`src/rtl/mem_pkg.sv`:
```
// ---------------------------------------------------------------------------
// mem_pkg
// Shared types and helpers for the MEM-stage load/store controller.
//   mem_size_t  : access size encoding as carried down the pipeline
//   mau_state_t : controller FSM states
//   calc_be     : byte enables for a size/offset pair (little-endian lanes)
//   calc_wdata  : lane-replicated store data for a size
//   is_aligned  : natural-alignment test for a size/offset pair
// ---------------------------------------------------------------------------
package mem_pkg;

  typedef enum logic [1:0] {
    SZ_BYTE = 2'b00,
    SZ_HALF = 2'b01,
    SZ_WORD = 2'b10
  } mem_size_t;

  typedef enum logic [1:0] {
    IDLE = 2'b00,
    BUS  = 2'b01,
    DONE = 2'b10
  } mau_state_t;

  // Encoding 2'b11 falls into the default arm and behaves as a word access.
  function automatic logic [3:0] calc_be(input logic [1:0] size,
                                         input logic [1:0] off);
    logic [3:0] be;
    case (size)
      SZ_BYTE: be = 4'b0001 << off;
      SZ_HALF: be = 4'b0011 << off;
      default: be = 4'b1111;
    endcase
    return be;
  endfunction

  // Narrow stores are replicated across all lanes so the memory only has to
  // honour the byte enables; it never needs to shift the data.
  function automatic logic [31:0] calc_wdata(input logic [1:0]  size,
                                             input logic [31:0] sd);
    logic [31:0] wd;
    case (size)
      SZ_BYTE: wd = {4{sd[7:0]}};
      SZ_HALF: wd = {2{sd[15:0]}};
      default: wd = sd;
    endcase
    return wd;
  endfunction

  function automatic logic is_aligned(input logic [1:0] size,
                                      input logic [1:0] off);
    logic ok;
    case (size)
      SZ_BYTE: ok = 1'b1;
      SZ_HALF: ok = ~off[0];
      default: ok = (off == 2'b00);
    endcase
    return ok;
  endfunction

endpackage

```
`src/rtl/mem_access_unit_if.sv`:
```
// ---------------------------------------------------------------------------
// mem_access_unit_if
// Data-memory bus between the MEM-stage controller (master) and the memory
// (slave).
//   bus_req   : transaction request
//   bus_we    : 1 = write
//   bus_addr  : word-aligned byte address, [1:0] always 00
//   bus_be    : byte enables, bit i = byte lane i
//   bus_wdata : lane-replicated write data
//   bus_rdata : read word from memory
//   bus_ready : completes the transaction in the cycle it is seen with bus_req
// ---------------------------------------------------------------------------
interface mem_access_unit_if #(
  parameter int ADDR_W = 32
);
  logic              bus_req;
  logic              bus_we;
  logic [ADDR_W-1:0] bus_addr;
  logic [3:0]        bus_be;
  logic [31:0]       bus_wdata;
  logic [31:0]       bus_rdata;
  logic              bus_ready;

  modport master (
    output bus_req, bus_we, bus_addr, bus_be, bus_wdata,
    input  bus_rdata, bus_ready
  );

  modport slave (
    input  bus_req, bus_we, bus_addr, bus_be, bus_wdata,
    output bus_rdata, bus_ready
  );
endinterface

```
`src/rtl/load_align.sv`:
```
// ---------------------------------------------------------------------------
// load_align
// Combinational load-data extractor: picks the addressed byte or halfword out
// of a bus read word and sign- or zero-extends it to 32 bits.
//   rdata       : read word from the bus (little-endian lanes)
//   offset      : byte offset within the word (addr[1:0])
//   size        : 00 byte, 01 half, 10/11 word
//   is_unsigned : 1 = zero-extend, 0 = sign-extend
//   ext         : extended 32-bit load value
// ---------------------------------------------------------------------------
module load_align
  import mem_pkg::*;
(
  input  logic [31:0] rdata,
  input  logic [1:0]  offset,
  input  logic [1:0]  size,
  input  logic        is_unsigned,
  output logic [31:0] ext
);

  logic signed [7:0]  byte_s;
  logic signed [15:0] half_s;

  always_comb begin
    case (offset)
      2'b00:   byte_s = rdata[7:0];
      2'b01:   byte_s = rdata[15:8];
      2'b10:   byte_s = rdata[23:16];
      default: byte_s = rdata[31:24];
    endcase
    // A halfword access is aligned, so only addr[1] selects the lane.
    half_s = offset[1] ? rdata[31:16] : rdata[15:0];

    case (size)
      SZ_BYTE: ext = is_unsigned ? {24'b0, byte_s} : 32'(byte_s);
      SZ_HALF: ext = is_unsigned ? {16'b0, half_s} : 32'(half_s);
      default: ext = rdata;
    endcase
  end

endmodule

```
`src/rtl/mem_access_unit.sv`:
```
// ---------------------------------------------------------------------------
// mem_access_unit
// MEM-stage load/store controller. Accepts the EX-stage effective address,
// store data and access size, runs one req/ready transaction on the data
// bus, stalls the pipeline until it completes and presents the aligned,
// extended load value on mem_out for the writeback select.
//   clk, rst_n   : clock, synchronous active-low reset
//   mem_en       : instruction in MEM is a load/store
//   mem_wen      : 1 = store, 0 = load
//   mem_size     : 00 byte, 01 half, 10/11 word
//   mem_unsigned : zero-extend loads when set
//   ALUresult    : effective byte address
//   store_data   : rt value for stores
//   mem_out      : registered load result, holds until the next load retires
//   stall        : freezes the upstream pipeline registers
//   addr_err     : high while a misaligned access sits in MEM
//   bus          : data-memory bus, master side
// Flow: IDLE (accept) -> BUS (until bus_ready) -> DONE -> IDLE.
// ---------------------------------------------------------------------------
module mem_access_unit
  import mem_pkg::*;
#(
  parameter int ADDR_W = 32
) (
  input  logic                    clk,
  input  logic                    rst_n,
  input  logic                    mem_en,
  input  logic                    mem_wen,
  input  logic [1:0]              mem_size,
  input  logic                    mem_unsigned,
  input  logic [31:0]             ALUresult,
  input  logic [31:0]             store_data,
  output logic [31:0]             mem_out,
  output logic                    stall,
  output logic                    addr_err,
  mem_access_unit_if.master       bus
);

  mau_state_t        state_q, state_d;
  logic              aligned;
  logic              accept;
  logic              rd_done;

  logic [ADDR_W-1:0] addr_p1;
  logic [3:0]        be_p1;
  logic [31:0]       wdata_p1;
  logic              we_p1;
  logic [1:0]        size_p1;
  logic [1:0]        off_p1;
  logic              uns_p1;

  logic [31:0]       load_val;
  logic [31:0]       mem_out_p2;

  assign aligned = is_aligned(mem_size, ALUresult[1:0]);

  always_comb begin
    state_d       = state_q;
    accept        = 1'b0;
    stall         = 1'b0;
    addr_err      = 1'b0;
    bus.bus_req   = 1'b0;
    bus.bus_we    = 1'b0;
    bus.bus_addr  = '0;
    bus.bus_be    = '0;
    bus.bus_wdata = '0;
    case (state_q)
      IDLE: begin
        if (mem_en) begin
          if (aligned) begin
            accept  = 1'b1;
            stall   = 1'b1;
            state_d = BUS;
          end else begin
            // Misaligned: flag it and let the instruction leave MEM untouched.
            addr_err = 1'b1;
          end
        end
      end
      BUS: begin
        // mem_en is not consulted here; a started transaction always finishes.
        stall         = 1'b1;
        bus.bus_req   = 1'b1;
        bus.bus_we    = we_p1;
        bus.bus_addr  = addr_p1;
        bus.bus_be    = be_p1;
        bus.bus_wdata = wdata_p1;
        if (bus.bus_ready) state_d = DONE;
      end
      DONE: begin
        // stall is low so the pipeline advances; mem_en still belongs to the
        // retiring instruction, hence no accept here.
        state_d = IDLE;
      end
      default: state_d = IDLE;
    endcase
  end

  always_ff @(posedge clk) begin
    if (!rst_n) state_q <= IDLE;
    else        state_q <= state_d;
  end

  // ---- stage p1: request captured at accept, held stable through BUS ----
  always_ff @(posedge clk) begin
    if (accept) begin
      addr_p1  <= {ALUresult[ADDR_W-1:2], 2'b00};
      be_p1    <= calc_be(mem_size, ALUresult[1:0]);
      wdata_p1 <= calc_wdata(mem_size, store_data);
      we_p1    <= mem_wen;
      size_p1  <= mem_size;
      off_p1   <= ALUresult[1:0];
      uns_p1   <= mem_unsigned;
    end
  end

  load_align u_load_align (
    .rdata       (bus.bus_rdata),
    .offset      (off_p1),
    .size        (size_p1),
    .is_unsigned (uns_p1),
    .ext         (load_val)
  );

  assign rd_done = (state_q == BUS) && bus.bus_ready && !we_p1;

  // ---- stage p2: load result register feeding writeback select ----
  // Reset clears it too, so a read captured during a reset edge is discarded.
  always_ff @(posedge clk) begin
    if (!rst_n)       mem_out_p2 <= '0;
    else if (rd_done) mem_out_p2 <= load_val;
  end

  assign mem_out = mem_out_p2;

endmodule

```
`src/flat_wrapper.sv`:
```
// flat-port wrapper written by rule: the top's interface ports become plain ports
module mem_access_unit_flat import mem_pkg::*;
#(
  parameter int ADDR_W = 32
)
  (clk, rst_n, mem_en, mem_wen, mem_size, mem_unsigned, ALUresult, store_data, mem_out, stall, addr_err, bus_bus_req, bus_bus_we, bus_bus_addr, bus_bus_be, bus_bus_wdata, bus_bus_rdata, bus_bus_ready);
  mem_access_unit_if #(.ADDR_W(ADDR_W)) bus_i ();
  input  logic clk;
  input  logic rst_n;
  input  logic mem_en;
  input  logic mem_wen;
  input  logic [1:0] mem_size;
  input  logic mem_unsigned;
  input  logic [31:0] ALUresult;
  input  logic [31:0] store_data;
  output logic [31:0] mem_out;
  output logic stall;
  output logic addr_err;
  output wire logic [$bits(bus_i.bus_req)-1:0] bus_bus_req;
  output wire logic [$bits(bus_i.bus_we)-1:0] bus_bus_we;
  output wire logic [$bits(bus_i.bus_addr)-1:0] bus_bus_addr;
  output wire logic [$bits(bus_i.bus_be)-1:0] bus_bus_be;
  output wire logic [$bits(bus_i.bus_wdata)-1:0] bus_bus_wdata;
  input wire logic [$bits(bus_i.bus_rdata)-1:0] bus_bus_rdata;
  input wire logic [$bits(bus_i.bus_ready)-1:0] bus_bus_ready;
  assign bus_bus_req = bus_i.bus_req;
  assign bus_bus_we = bus_i.bus_we;
  assign bus_bus_addr = bus_i.bus_addr;
  assign bus_bus_be = bus_i.bus_be;
  assign bus_bus_wdata = bus_i.bus_wdata;
  assign bus_i.bus_rdata = bus_bus_rdata;
  assign bus_i.bus_ready = bus_bus_ready;
  mem_access_unit #(.ADDR_W(ADDR_W)) u_core (.clk(clk), .rst_n(rst_n), .mem_en(mem_en), .mem_wen(mem_wen), .mem_size(mem_size), .mem_unsigned(mem_unsigned), .ALUresult(ALUresult), .store_data(store_data), .mem_out(mem_out), .stall(stall), .addr_err(addr_err), .bus(bus_i));
endmodule
```
`config.mk`:
```
export PLATFORM = sky130hd
export DESIGN_NAME = mem_access_unit_flat
export DESIGN_NICKNAME = d
export VERILOG_FILES = /design/src/rtl/mem_pkg.sv /design/src/rtl/mem_access_unit_if.sv /design/src/rtl/load_align.sv /design/src/rtl/mem_access_unit.sv /design/src/flat_wrapper.sv
export SDC_FILE = /design/constraint.sdc
export NUM_CORES = 1
export LEC_CHECK = 0
export BUFFER_PORTS_ARGS = -buffer_cell sky130_fd_sc_hd__buf_4
export CORE_MARGIN = 5
export CORE_UTILIZATION = 48
export CTS_BUF_LIST = sky130_fd_sc_hd__clkbuf_16
export DETAILED_ROUTE_END_ITERATION = 8
export GPL_TIMING_DRIVEN = 0
export PLACE_DENSITY_LB_ADDON = 0.08
export SLEW_MARGIN = 5
export SYNTH_ARGS = -nofsm -noshare
export SYNTH_HDL_FRONTEND = slang
export SYNTH_SLANG_ARGS = --single-unit
export TNS_END_PERCENT = 100
```
`constraint.sdc`:
```
create_clock -name clk -period 6 [get_ports clk]
set_clock_uncertainty 0.2 [all_clocks]
set_input_delay 0.6 -clock clk [delete_from_list [all_inputs] [get_ports clk]]
set_output_delay 0.6 -clock clk [all_outputs]
set_load 0.01 [all_outputs]
```
* Word-level counts from Yosys, hierarchy flattened
Index checks and enable logic that the tools add are counted.
** Storage, ports and cells
- Register bits :: 106
- Latch bits :: 0
- RAM bits :: 0
- ROM bits :: 0
- Output and inout port bits :: 104
- Word-level logic and storage cells :: 53
- Memories :: 0
** Operators by class
- Add/sub/neg operators :: 0
- Multipliers :: 0
- Divide/modulo/power cells :: 0
- $lt $le $gt $ge :: 0
- Equal/unequal tests :: 8
- Shifts and indexed selects :: 2
- Mux-type cells :: 24
- Bitwise operators :: 1
- Reduce and logical (&&, ||, !) cells :: 9
** Operators by type and width (count)
- two-way mux 32 bit :: 4
- one-hot mux 32 bit (2 select lines) :: 2
- one-hot mux 8 bit (3 select lines) :: 1
- two-way mux 16 bit :: 1
- zero test 2 bit :: 5
- == test 2 x 1 -> 1 bit (second input constant) :: 4
- two-way mux 1 bit :: 8
- one-hot mux 4 bit (2 select lines) :: 1
- two-way mux 2 bit :: 3
- two-way mux 4 bit :: 1
- != test 2 bit (second input constant) :: 2
- one-hot mux 1 bit (2 select lines) :: 2
- one-hot mux 2 bit (2 select lines) :: 1
- left shift 1 x 2 -> 4 bit (first input constant) :: 1
- left shift 2 x 2 -> 4 bit (first input constant) :: 1
- AND reduction 3 bit :: 1
- == test 2 bit (second input constant) :: 1
- logical AND 1 bit :: 2
- != test 2 x 1 -> 1 bit (second input constant) :: 1
- zero test 1 bit :: 1
- inverter 1 bit :: 1

* Longest topological paths before layout
- Word-level depth :: 5
- Mapped depth :: 6
- Depth with buffers taken out :: 4

* Modules after synthesis
A second synthesis with hierarchy kept.
** Second synthesis, totals
- Cells, all modules :: 477
- Area total of the unflattened synthesis :: 5447.7 um^2
** Modules (own cells, without submodules)
- mem_access_unit :: times used 1, cells each 362, area each 4601.9 um^2, sequential area each 2842.7 um^2
- load_align :: times used 1, cells each 115, area each 845.8 um^2, sequential area each 0.0 um^2

* Worst setup path after synthesis
Ideal clock, no wire load.
- Path kind :: input-to-reg
- Start point :: input mem_size[1]
- End point :: register u_core.addr_p1[10] (enable)
- Setup time :: 0.503 ns
- Arrival :: 4.157 ns
- Slack :: 1.140 ns
- Stages on the path :: 4
- Path buffers :: 1
- Cells stage by stage :: nor2_1 clkbuf_1 nor2_1 nor2_1
** Between the ends
- Cells in the longest elaborated chain, start to end :: 5
** RTL lines
- from (decl) :: line flat_wrapper.sv:12 : input logic [1:0] mem_size;
- == test 2 x 1 -> 1 bit or zero test 2 bit (tied branches) :: line mem_pkg.sv:52 : case (size)
- one-hot mux 1 bit (2 select lines) (*) :: line mem_pkg.sv:52
- two-way mux 1 bit (*) :: line mem_access_unit.sv:70 : if (aligned) begin
- two-way mux 1 bit (*) :: line mem_access_unit.sv:69 : if (mem_en) begin
- two-way mux 1 bit (*) :: line mem_access_unit.sv:67 : case (state_q)
- net u_core.accept :: line mem_access_unit.sv:41 : logic accept;
- to (signal assigned) :: line mem_access_unit.sv:107 : addr_p1 <= {ALUresult[ADDR_W-1:2], 2'b00};
- to (decl) :: line mem_access_unit.sv:44 : logic [ADDR_W-1:0] addr_p1;
The timed path passes the listed nets; every way through them passes the cells marked *.
A chain may end at the register's enable or synchronous reset.

* Worst setup path in the final report
- Start point :: register u_core.state_q[0]
- End point :: output bus_bus_wdata[12]
** Between the ends
- Cells in the longest elaborated chain, start to end :: 2
** RTL lines
- from (decl) :: line mem_access_unit.sv:39 : mau_state_t state_q, state_d;
- from (signal assigned) :: line mem_access_unit.sv:101 : else state_q <= state_d;
- == test 2 x 1 -> 1 bit :: line mem_access_unit.sv:67
- two-way mux 32 bit :: line mem_access_unit.sv:67
- to (decl) :: line flat_wrapper.sv:23 : output wire logic [$bits(bus_i.bus_wdata)-1:0] bus_bus_wdata;
No other way between the ends.

==> results.py <==
metrics = {
    "placed_design": {
        "dpl.cell_count": 764,
        "hpwl_um": 9903,
        "place_area_mm2": 0.006551,
        "dp_slack_ns": 2.840,
        "port_buffers": 205,
        "gp_congestion": 0.8847,
    },
    "worst_setup_path": {
        "arrival_ns": 2.02,
        "crit_path_max_fanout": 10,
        "cp-start-kind": "flip-flop",
        "worst_setup_path_end_kind": "primary output",
        "critPathKind": "flip-flop to primary output",
        "cp.required_ns": 5.20,
    },
    "sta": {
        "finalSetupTns_ns": 0,
        "setup-violations-final": 0,
        "fmax_mhz": 355.2,
        "drv_slew": 0,
        "hold_viol_final": 0,
        "tightestPinTransition_ns": 0.7519,
        "period_share": 0.4692,
        "setup_slack_ns": 3.185,
        "slew_headroom": 0.4987,
        "grt_setup_unrepaired": "no",
        "hold_ws_ns": 0.2346,
        "min_period_ns": 2.815,
    },
    "power": {
        "clkPwrFrac": 0.361,
        "combPwrFrac": 0.146,
        "pwr-share-seq": 0.492,
        "finalPower_mw": 1.691,
        "intPower_mw": 1.303,
        "ir_drop_v": 0.0001773,
        "p_leak_nw": 2.973,
        "cellPowerDensity_mw_per_mm2": 246.0,
        "sw_frac_of_total": 0.2291,
        "netSwitchingPower_mw": 0.3874,
    },
    "routing": {
        "remaining_drc_errors": 0,
        "avgViaCountPerCell": 5.179,
        "dr.pass1.iters": 5,
        "via_count": 4040,
        "wl_um": 13140,
        "drt-initial-drc-count": 183,
        "ant_nets": 0,
        "wl_per_cell_um": 16.85,
    },
    "synthesis": {
        "synth_seq_area_share": 0.5938,
        "ys_async_sr_fraction": 0,
        "synth_ff_type": "edfxtp_1",
        "ys_seq_elements": 106,
        "yosysWarnings": 0,
        "synth_edf_count": 72,
        "avgSynthCellArea_um2": 11.32,
        "synth_cell_types": 37,
        "netlist_area_mm2": 0.004787,
        "synthCells": 423,
    },
    "min_path": {
        "hold_path.class": "input pin to flip-flop",
    },
    "global_routing": {
        "grt_usage": 0.2166,
        "grt_first_pass_wirelength_um": 20070,
        "antenna_found_initial": 0,
        "grt_max_degree": 32,
        "grt_pass1_vias": 4055,
        "gr-total-overflow": 0,
    },
    "die": {
        "start_util": 0.4920,
        "die_area_mm2": 0.01207,
        "core-area_mm2": 0.009729,
        "die_y_um": 109.9,
        "io_pins": 208,
        "fp-row-count": 36,
        "die_w_um": 109.9,
    },
    "clock_network": {
        "insertion_delay_ns": 0.34,
        "cts_buffers": 9,
        "cts_resized": 0,
        "cts_sinks": 106,
        "post-cts-setup-buffers": 0,
        "clk_pin_slew_ns": 0.07,
        "ctsHtreeMaxLevel": 3,
        "cts-hold-fix-buffers": 0,
        "cts_buffer_depth": 2,
        "cts_tree": "yes",
        "clockRootBuffer": "clkbuf_16",
    },
    "cells_and_area": {
        "n_antenna_cell": 0,
        "layout_common_cells": "buf_4 (207), edfxtp_1 (72), and2_1 (66)",
        "nNetsFinal": 746,
        "fillerInstances": 747,
        "final_util": 0.7063,
        "layout-drive-gt1-share": 0.3849,
        "final_common_cell": "buf_4",
        "area_growth_pct": 43.54,
        "final_area_mm2": 0.006872,
        "instances_no_fill": 780,
    },
    "run_status": {
        "status": "complete, no violations",
    },
    "flow_run": {
        "maxCapViolCount": 0,
    },
}
-- power groups by stage --
stage,combinational [mW],sequential [mW],clock (mW)
6_report,0.247,0.832,0.611
5_1_grt,0.270,0.835,0.647
4_1_cts,0.249,0.833,0.617
3_5_place_dp,0.248,0.849,0
3_3_place_gp,0.237,0.852,0
2_1_floorplan,0.109,0.852,0
-- worst paths after layout --
check               startpoint                   to  slack (ns)  cells past startpoint
max          u_core.state_q[0]    bus_bus_wdata[12]        3.18                      5
min                    mem_wen         u_core.we_p1        0.23                      1
max reg2reg  u_core.state_q[1]  u_core.wdata_p1[22]        3.89                      5
min reg2reg  u_core.mem_out[1]    u_core.mem_out[1]        0.28                      2
-- critical path, cell delays in order (launching register included) --
cell      delay, ns
dfxtp_1        0.35
nor2b_4        0.23
clkbuf_1       0.33
clkbuf_1       0.41
and2_1         0.23
buf_4          0.13
-- sequential cells by signal, summed over array words and instances, names as in the netlist --
name / cells
u_core.addr_p1: 30
u_core.be_p1: 4
u_core.mem_out: 32
u_core.off_p1: 2
u_core.size_p1: 2
u_core.state_q: 2
u_core.uns_p1: 1
u_core.wdata_p1: 32
u_core.we_p1: 1
-- cell type report --
class	count	area [um2]	area share
timing repair buffer	207	1587	0.2309
inverter	5	18.77	0.002731
clock buffer	12	300.3	0.04370
multi-input combinational	281	1797	0.2615
sequential	106	2843	0.4137
clock inverter	4	20.02	0.002913
buffer	32	140.1	0.02039
tap	133	166.4	0.02422
-- cell usage after synthesis, drive strengths merged (3+ instances only) --
library cell	number	area share
a22o	8	0.015
a311oi	3	0.0055
o32ai	3	0.0055
or3	3	0.0039
buf	8	0.010
and2	66	0.086
edfxtp	72	0.45
a21oi	39	0.042
nor2	11	0.0086
mux2i	17	0.036
a221oi	8	0.015
dfxtp	34	0.14
nor2b	3	0.0055
and3	6	0.0078
inv	5	0.0039
nand2	34	0.027
o21ai	45	0.047
clkbuf	24	0.019
mux2	17	0.040
nor3	3	0.0031
-- cells by family after synthesis --
| group | Yosys count | synth area share |
|---|---|---|
| other | 1 | 0.0007834 |
| buffers and inverters | 37 | 0.03319 |
| multiplexers | 35 | 0.08024 |
| AO/OA/AOI/OAI | 112 | 0.1383 |
| flip-flops | 106 | 0.5938 |
| AND/OR/NAND/NOR | 132 | 0.1537 |
-- metal layers --
| metal | part of all wire | track usage | vias to the layer above |
|---|---|---|---|
| met3 | 0.11 | 0.07046 | 19 |
| met2 | 0.49 | 0.3618 | 187 |
| met1 | 0.38 | 0.2636 | 1870 |
| met4 | 0.017 | 0.07302 | 0 |
| met5 | 0 | 0 | - |
| li1 | - | - | 1964 |
No activity file was read; power rests on OpenSTA's default activity.
